$ cat config.mk
export PLATFORM = sky130hd
export DESIGN_NAME = cm82_vector_sequencer
export DESIGN_NICKNAME = d
export VERILOG_FILES = /design/src/rtl/cm82_vector_sequencer.sv
export SDC_FILE = /design/constraint.sdc
export NUM_CORES = 1
export LEC_CHECK = 0
export CORE_MARGIN = 4
export CORE_UTILIZATION = 38
export DETAILED_ROUTE_END_ITERATION = 8
export GPL_TIMING_DRIVEN = 0
export REMOVE_ABC_BUFFERS = 1
export SYNTH_ARGS = -nofsm -noshare
export SYNTH_HDL_FRONTEND = slang
export SYNTH_SLANG_ARGS = --single-unit
$ cat constraint.sdc
create_clock -name clk -period 3 [get_ports clk]
set_input_delay 0.3 -clock clk [delete_from_list [all_inputs] [get_ports clk]]
set_output_delay 0.3 -clock clk [all_outputs]
set_load 0.1 [all_outputs]
$ cat src/rtl/cm82_vector_sequencer.sv
// Purpose: buffers 5-bit operand vectors in a FIFO, drives the head into an external
//          CM82 combinational stage and captures {f,g,h} into a result register.
// Latency: vector accepted at edge k is presented with out_valid=1 after edge k+1.
//          Backpressure: in_ready = !full; result register holds while out_valid && !out_ready.
// Ports:
//   clk, rst             clock and synchronous active-high reset
//   in_valid/in_ready    upstream handshake, in_vec = {a,b,c,d,e}
//   cm_a..cm_e           FIFO head driven to the CM82 stage (0 when FIFO empty)
//   cm_f, cm_g, cm_h     CM82 stage results, captured on issue
//   out_valid/out_ready  downstream handshake, out_res = {f,g,h}, out_vec = source operands
//   vec_count            number of results delivered (wraps)
//   busy                 FIFO non-empty or result pending
module cm82_vector_sequencer #(
   parameter int DEPTH = 4,
   parameter int CNT_W = 16
) (
   input  logic             clk,
   input  logic             rst,
   input  logic             in_valid,
   output logic             in_ready,
   input  logic [4:0]       in_vec,
   output logic             cm_a,
   output logic             cm_b,
   output logic             cm_c,
   output logic             cm_d,
   output logic             cm_e,
   input  logic             cm_f,
   input  logic             cm_g,
   input  logic             cm_h,
   output logic             out_valid,
   input  logic             out_ready,
   output logic [2:0]       out_res,
   output logic [4:0]       out_vec,
   output logic [CNT_W-1:0] vec_count,
   output logic             busy
);

   localparam int AW = $clog2(DEPTH);
   localparam logic [AW:0]       PTR_ONE = {{AW{1'b0}}, 1'b1};
   localparam logic [CNT_W-1:0]  CNT_ONE = {{(CNT_W-1){1'b0}}, 1'b1};

   logic [4:0]       mem_q [DEPTH];
   logic [AW:0]      wr_ptr_q, wr_ptr_d;
   logic [AW:0]      rd_ptr_q, rd_ptr_d;
   logic             out_valid_q, out_valid_d;
   logic [2:0]       out_res_q, out_res_d;
   logic [4:0]       out_vec_q, out_vec_d;
   logic [CNT_W-1:0] vec_count_q, vec_count_d;

   logic             empty, full, push, pop, deliver;
   logic [4:0]       head;

   // Extra pointer MSB separates full (MSBs differ) from empty (pointers equal).
   assign empty = (wr_ptr_q == rd_ptr_q);
   assign full  = (wr_ptr_q[AW] != rd_ptr_q[AW]) &&
                  (wr_ptr_q[AW-1:0] == rd_ptr_q[AW-1:0]);

   assign in_ready = !full;
   assign push     = in_valid && in_ready;
   // Pop depends only on registered occupancy, so a vector pushed into an
   // empty FIFO is never issued on the same edge.
   assign pop      = !empty && (!out_valid_q || out_ready);
   assign deliver  = out_valid_q && out_ready;

   assign head = mem_q[rd_ptr_q[AW-1:0]];
   assign {cm_a, cm_b, cm_c, cm_d, cm_e} = empty ? 5'b0 : head;

   always_comb begin
      wr_ptr_d    = wr_ptr_q;
      rd_ptr_d    = rd_ptr_q;
      out_valid_d = out_valid_q;
      out_res_d   = out_res_q;
      out_vec_d   = out_vec_q;
      vec_count_d = vec_count_q;

      if (push) begin
         wr_ptr_d = wr_ptr_q + PTR_ONE;
      end

      // A pop on the delivery edge overwrites the old result, keeping out_valid high.
      if (pop) begin
         rd_ptr_d    = rd_ptr_q + PTR_ONE;
         out_valid_d = 1'b1;
         out_res_d   = {cm_f, cm_g, cm_h};
         out_vec_d   = head;
      end else if (deliver) begin
         out_valid_d = 1'b0;
      end

      if (deliver) begin
         vec_count_d = vec_count_q + CNT_ONE;
      end
   end

   always_ff @(posedge clk) begin
      if (rst) begin
         wr_ptr_q    <= '0;
         rd_ptr_q    <= '0;
         out_valid_q <= 1'b0;
         out_res_q   <= '0;
         out_vec_q   <= '0;
         vec_count_q <= '0;
      end else begin
         wr_ptr_q    <= wr_ptr_d;
         rd_ptr_q    <= rd_ptr_d;
         out_valid_q <= out_valid_d;
         out_res_q   <= out_res_d;
         out_vec_q   <= out_vec_d;
         vec_count_q <= vec_count_d;
      end
   end

   // Storage needs no reset: entries are only read between the pointers.
   always_ff @(posedge clk) begin
      if (!rst && push) begin
         mem_q[wr_ptr_q[AW-1:0]] <= in_vec;
      end
   end

   assign out_valid = out_valid_q;
   assign out_res   = out_res_q;
   assign out_vec   = out_vec_q;
   assign vec_count = vec_count_q;
   assign busy      = !empty || out_valid_q;

endmodule

# Word level (Yosys, flattened, before mapping)

Memories as Yosys holds them, arrays and structs flattened. A register that Yosys moved wholly into a read port is not among the register bits.
Cells that the tools add are included.

Memory bits (writable): 20
Output and inout bits: 32
Memories kept: 1
Word-level logic and storage cells: 32
Input bits: 12
Flip-flop bits (word level): 31

Multiplexer cells: 7
Reductions and logical operators: 12
$add $sub $neg: 3
Equal/unequal tests: 3

Memories:

| memory | words | bits a word | rd ports | clocked after memory_dff | wr ports | line | RTL |
|---|---|---|---|---|---|---|---|
| mem_q  | 4     | 5           | 1        | 1                        | 1        | 42   | `logic [4:0] mem_q [DEPTH];` |

Operator list:

| operator                                                         | count |
|---|---|
| 16-bit by 1-bit adder with 16-bit output (second input constant) | 1 |
| 3-bit by 1-bit adder with 3-bit output (second input constant)   | 2 |
| 1-bit logical AND                                                | 5 |
| 5-bit two-way mux                                                | 1 |
| 1-bit logical NOT                                                | 4 |
| 1-bit two-way mux                                                | 4 |
| 2-bit two-way mux                                                | 2 |
| 3-bit == test                                                    | 1 |
| 2-bit == test                                                    | 1 |
| 1-bit logical OR                                                 | 2 |
| 2-bit nonzero test                                               | 1 |
| 1-bit != test                                                    | 1 |

# Depth between registers and ports, before layout

Gate-level depths: netlist of run 1.

Word-level depth: 7
Gate-level depth with buffers: 5
Gate-level depth less buffers: 5

# Worst setup path after synthesis of run 1

OpenSTA, ideal clock, no wires.

Path type: register to register
Start: register vec_count_q[0], in the netlist vec_count[0]
End: register vec_count_q[15], in the netlist vec_count[15]
Arrival: 2198 ps
Library setup time: 70 ps
Clock period less this slack: 2268 ps
Buffers on the path: 0
Slack: 732 ps
Cell stages (with the launch flop): 5
Required time: 2930 ps
Cell sequence: dfxtp_1 > nand3_1 > or3_1 > or3_1 > a21oi_1

Cells in the longest elaborated chain, start to end: 1

RTL lines:

| element                                  | line | RTL |
|---|---|---|
| start, declared                          | 48   | `logic [CNT_W-1:0] vec_count_q, vec_count_d;` |
| start signal, assigned                   | 109  | `vec_count_q <= vec_count_d;` |
| 16-bit by 1-bit adder with 16-bit output | 91   | `vec_count_d = vec_count_q + CNT_ONE;` |

Every way passes these cells.
A chain may end at the register's enable or synchronous reset.

# Worst setup path in the final report of run 1

Start: register wr_ptr_q[1]
End: output port in_ready

Cells in the longest elaborated chain, start to end: 3

RTL lines:

| element                | line | RTL |
|---|---|---|
| start, declared        | 43   | `logic [AW:0] wr_ptr_q, wr_ptr_d;` |
| start signal, assigned | 104  | `wr_ptr_q <= wr_ptr_d;` |
| 2-bit == test          | 56   | `(wr_ptr_q[AW-1:0] == rd_ptr_q[AW-1:0]);` |
| 1-bit logical AND      | 55   | `assign full = (wr_ptr_q[AW] != rd_ptr_q[AW]) &&` |
| 1-bit logical NOT      | 58   | `assign in_ready = !full;` |
| end, declared          | 20   | `output logic in_ready,` |

Every way passes these cells.

==> results of run 1 <==
power by group through the flow:
stage	clock network [mW]	logic (mW)	registers (mW)
6_report	0.399	1.33	0.910
4_1_cts	0.419	1.35	0.914
3_3_place_gp	0	1.35	0.930
2_1_floorplan	0	0.708	1.27
5_1_grt	0.446	1.40	0.926
3_5_place_dp	0	1.35	0.930
metrics by stage:
| step | cell area (um2) | power (mW) | worst slack [ns] | hold WS (ns) |
|---|---|---|---|---|
| final | 2843 | 2.640 | 0.3392 | 0.4962 |
| after global routing | 2843 | 2.772 | 0.1727 | 0.5352 |
| after CTS | 2835 | 2.682 | 0.07641 | 0.5018 |
| after detailed placement | 2746 | 2.284 | 0.1203 | 0.4833 |
| after global placement | 2746 | 2.278 | 0.1044 | 0.4656 |
| after floorplan | 2226 | 1.980 | 0.7328 | 0.3691 |
per-layer routing:
metal | up-vias | GRT usage
met5 | - | 0
met3 | 2 | 0.03107
met4 | 0 | 0.03885
met2 | 26 | 0.1984
li1 | 772 | -
met1 | 718 | 0.1692
sequential cells by signal, summed over array words and instances, names as in the netlist, named ones only:
register	cells
out_valid	1
vec_count	16
wr_ptr_q	3
rd_ptr_q	3
out_vec	5
out_res	3
mem_q	20
final timing paths:
check,startpoint,endpoint,cells after the start
setup / recovery,wr_ptr_q[1]$_SDFFE_PP0P_,in_ready,4
hold / removal,vec_count[15]$_SDFFE_PP0P_,vec_count[15]$_SDFFE_PP0P_,2
setup reg to reg,wr_ptr_q[1]$_SDFFE_PP0P_,mem_q[3][0]$_DFFE_PP_,3
hold reg to reg,vec_count[15]$_SDFFE_PP0P_,vec_count[15]$_SDFFE_PP0P_,2
cells in the mapped netlist, drive strengths merged, types with 6 or more instances:
master	count	area, um2
ha	6	75.07
mux2i	10	100.1
a21oi	8	40.04
and2	8	50.05
edfxtp	20	600.6
dfxtp	33	660.6
nand2	8	30.03
xnor2	9	78.83
or3	6	38.79
nand3	9	45.04
nor2	25	93.84
xor2	7	61.31
final cells by class:
type	instances	area [um2]
Timing Repair Buffer	43	436.7
Clock inverter	3	21.27
Sequential cell	53	1261
Fill cell	509	2799
Clock buffer	5	68.82
Inverter	3	11.26
Tap cell	72	90.09
Multi-Input combinational cell	129	953.4
cells by family after synthesis:
family	Yosys count	share of synthesized area
AND/OR/NAND/NOR	73	0.1807
flip-flops	53	0.5588
AO/OA/AOI/OAI	19	0.05211
XOR/XNOR	16	0.06209
multiplexers	15	0.09424
buffers and inverters	10	0.01885
adder cells (fa/ha/maj)	6	0.03326
worst register-to-register path, cell delays in order (launching register included):
cell and delay (ns):
dfxtp_1 0.43, xnor2_1 0.17, and2_1 0.19, a211oi_1 0.76
what timing repair did:
action,CTS,global route
endpoints found under the setup margin,1,5
pin swaps,0,0
resized for setup,1,5
endpoints found under the hold margin,0,0
hold buffers,0,0
==> metrics.csv, run 1 <==
metric,value,unit
Syn-to-layout area delta,25.94,%
Pwr per Cell Area,928.6,nW/um2
Comb power frac,0.504,
LEAKAGE,1.071,nW
switching part of the total,0.4863,
Crit path arrival time,2.36,ns
H-tree depth,2,
"Cell Chain, Critical Path",xnor2_1 -> and2_1 -> nand2_1 -> clkdlybuf4s50_1,
Layout Utilization,0.5039,
Antenna Violating Nets Remaining,0,
first-pass GRT wire length,7417,um
chip width,85.07,um
max-cap violations,0,
Period minus WS final,2.661,ns
clock-pin slew on the worst setup and hold paths,0.09,ns
worst vdd ir,0.6542,mV
detailed-route via count,1518,
synth warn,0,
outcome,"finished, final reports clean",
Final period util,0.8869,
Seq pwr share,0.345,
Setup crit end kind,output port,
Synth Instances,192,
WL met3,172,um
WL per Instance,14.06,um
cell with the largest stage delay on the worst path,clkdlybuf4s50_1,
Seq cells post-synth,53,
Final Non-Filler Cells,308,
antenna fix cells,0,
met2 WL post-DR,2029,um
max incr delay on CP,1.15,ns
Total GRT Usage,0.1254,
Total Neg Setup Slack,0,ns
Clock power frac,0.151,
core area,5642,um2
DIE HEIGHT,85.07,um
Int Pwr,1.356,mW
Routability Congestion,0.7483,
largest net degree at the start of global routing,37,
Synth Cell Area,2257,um2
Netlist cell types,38,
I/O Pins,44,
Placed Cells,300,
vias per cell,4.929,
WS Path Type,reg2out,
Worst Skew,0.007921,ns
ys async rst share,0,
nets@finish,253,
CTS max path bufs,2,
final WL,4330,um
layout cell share with drive strength beyond 1,0.09746,
peak fanout along the critical path,5,
Post-synth EDFFs,20,
most frequent cells in the layout,"clkdlybuf4s50_1 (36), dfxtp_1 (33), nor2_1 (25)",
post-DP HPWL,3101,um
DRC violations left,0,
Fin. Hold Viols,0,
kind of cell adding the most delay to the critical path,buffers and inverters,
Metal-1 WL,2098,um
Critical Path RT,2.70,ns
Slew HR,0.3344,
insertion delay to the later sink of the worst-skew pair,0.30,ns
"most common cell after layout, fill and taps aside",clkdlybuf4s50_1,
P_sw,1.284,mW
postcts setup bufs,0,
fmax,375.8,MHz
top sig layer,met4,
RSZ-0062 raised after global routing,false,
die area,7237,um2
CP Buf/Inv Count,1,
GRT Residual Overflow,0,
Starting DRT DRC Count,119,
top_reg_cell synth,dfxtp_1,
CTS root buffer,clkbuf_8,
Startpoint Class,flop,
HP Class,reg2reg,
register area share after synthesis,0.5588,
endpoints failing setup,0,
CTS tree,done,
Num CTS Buffers,5,
Clock Sink Count,53,
initial antenna violation count,0,
Mean Syn Cell Area,11.76,um2
max-slew violations,0,
Site Rows,27,
Worst-Margin Slew,0.9968,ns
Initial Util,0.4001,
flop-to-flop setup slack,1.09,ns
vias in the first global route,1545,
drt pass-1 iters,4,
I/O Buffers,43,
No activity file was read; power rests on OpenSTA's default activity.
==> run 2, diff against run 1 <==
--- a/config.mk
+++ b/config.mk
@@ -10,6 +10,7 @@
 export DETAILED_ROUTE_END_ITERATION = 8
 export GPL_TIMING_DRIVEN = 0
 export REMOVE_ABC_BUFFERS = 1
+export SLEW_MARGIN = 25
 export SYNTH_ARGS = -nofsm -noshare
 export SYNTH_HDL_FRONTEND = slang
 export SYNTH_SLANG_ARGS = --single-unit
==> run 2 against run 1 <==
Fmax barely moved; setup slack got worse by 0.00080 ns; largest power group unchanged; cell area did not move; sequential power barely moved; first-iteration DRC count fell by 9.2%.
==> metrics.csv, run 2 (synthesis gave the netlist of run 1 again) <==
metric,value,unit
Fin. Hold Viols,0,
WL per Instance,14.06,um
max-slew violations,0,
detailed-route via count,1517,
Site Rows,27,
antenna fix cells,0,
Num CTS Buffers,5,
max reg flops,20,
first-pass GRT wire length,7383,um
CP Buf/Inv Count,1,
Placed Cells,300,
I/O Pins,44,
final WL,4332,um
RSZ-0062 raised after global routing,false,
die area,7237,um2
Final period util,0.8872,
max incr delay on CP,1.15,ns
clock-pin slew on the worst setup and hold paths,0.09,ns
layout cell share with drive strength beyond 1,0.09746,
largest net degree at the start of global routing,37,
Routability Congestion,0.7483,
endpoints failing setup,0,
vias in the first global route,1536,
Clock Sink Count,53,
Startpoint Class,flop,
core area,5642,um2
max-cap violations,0,
LEAKAGE,1.071,nW
Pwr per Cell Area,928.5,nW/um2
DIE HEIGHT,85.07,um
"Cell Chain, Critical Path",xnor2_1 -> and2_1 -> nand2_1 -> clkdlybuf4s50_1,
H-tree depth,2,
Total Neg Setup Slack,0,ns
GRT Residual Overflow,0,
initial antenna violation count,0,
chip width,85.07,um
Slew HR,0.3340,
CTS root buffer,clkbuf_8,
Starting DRT DRC Count,108,
fmax,375.7,MHz
Period minus WS final,2.662,ns
"most common cell after layout, fill and taps aside",clkdlybuf4s50_1,
WS Path Type,reg2out,
Worst Skew,0.007420,ns
hold_ws,0.4933,ns
I/O Buffers,43,
Setup crit end kind,output port,
Initial Util,0.4001,
Critical Path RT,2.70,ns
CTS tree,done,
kind of cell adding the most delay to the critical path,buffers and inverters,
insertion delay to the later sink of the worst-skew pair,0.30,ns
vias per cell,4.925,
DRC violations left,0,
"Power, Total",2.640,mW
# hold bufs at CTS,0,
peak fanout along the critical path,5,
worst vdd ir,0.6542,mV
Worst-Margin Slew,0.9974,ns
CTS max path bufs,2,
cell with the largest stage delay on the worst path,clkdlybuf4s50_1,
Syn-to-layout area delta,25.94,%
most frequent cells in the layout,"clkdlybuf4s50_1 (36), dfxtp_1 (33), nor2_1 (25)",
Antenna Violating Nets Remaining,0,
drt pass-1 iters,4,
nets@finish,253,
outcome,"finished, final reports clean",
post-DP HPWL,3113,um
Final Non-Filler Cells,308,
HP Class,reg2reg,
Crit path arrival time,2.36,ns
Total GRT Usage,0.1244,
-- run 2: cell counts in the layout (fill, tap and decap cells not counted) --
No cell type changed its count.
-- run 2: report_power, final --
| group | internal, mW | switching [mW] | leakage (nW) |
|---|---|---|---|
| Clock | 0.166 | 0.232 | 0.0445 |
| Combinational | 0.359 | 0.972 | 0.576 |
| Sequential | 0.831 | 0.0790 | 0.450 |
| Total | 1.36 | 1.28 | 1.07 |
-- run 2: per-layer routing --
| layer | share of wire | global-route usage | routed length (um) | up-vias |
|---|---|---|---|---|
| met2 | 0.47 | 0.1963 | 2023 | 31 |
| met5 | 0 | 0 | 0 | - |
| li1 | - | - | - | 773 |
| met1 | 0.48 | 0.1674 | 2060 | 711 |
| met3 | 0.050 | 0.03204 | 218 | 2 |
| met4 | 0.0067 | 0.03885 | 29 | 0 |
-- run 2: worst register-to-register path, cell delays in order, from the launching register on --
cell and delay [ns]:
dfxtp_1 0.43, xnor2_1 0.17, and2_1 0.19, a211oi_1 0.75
-- run 2: stage by stage --
step,cell area (um2),utilization,worst slack (ns)
after global placement,2746,0.4868,0.1044
after CTS,2830,0.5017,0.08592
after floorplan,2226,-,0.7328
after detailed placement,2741,0.4859,0.2982
final,2843,0.5039,0.3384
after global routing,2843,0.5039,0.1658
-- run 2: repair_timing --
| item | in CTS | in global routing |
|---|---|---|
| setup buffers | 0 | 0 |
| resized for setup | 1 | 5 |
| setup endpoints to repair | 1 | 5 |
| hold endpoints to repair | 0 | 0 |
-- run 2: worst paths after layout --
path / cells past startpoint / slack, ns / end / from
worst max-delay path: 4 / 0.34 / in_ready / wr_ptr_q[1]$_SDFFE_PP0P_
worst min-delay path: 2 / 0.49 / vec_count[15]$_SDFFE_PP0P_ / vec_count[15]$_SDFFE_PP0P_
worst max register to register: 3 / 1.09 / mem_q[3][0]$_DFFE_PP_ / wr_ptr_q[1]$_SDFFE_PP0P_
worst min register to register: 2 / 0.49 / vec_count[15]$_SDFFE_PP0P_ / vec_count[15]$_SDFFE_PP0P_
-- run 2: cell type report --
class	count	area, um2
clock buffers	5	68.82
clock inverters	3	21.27
fillers	499	2799
inverters	3	11.26
multi-input cells	129	953.4
flip-flops and latches	53	1261
well taps	72	90.09
repair buffers	43	436.7
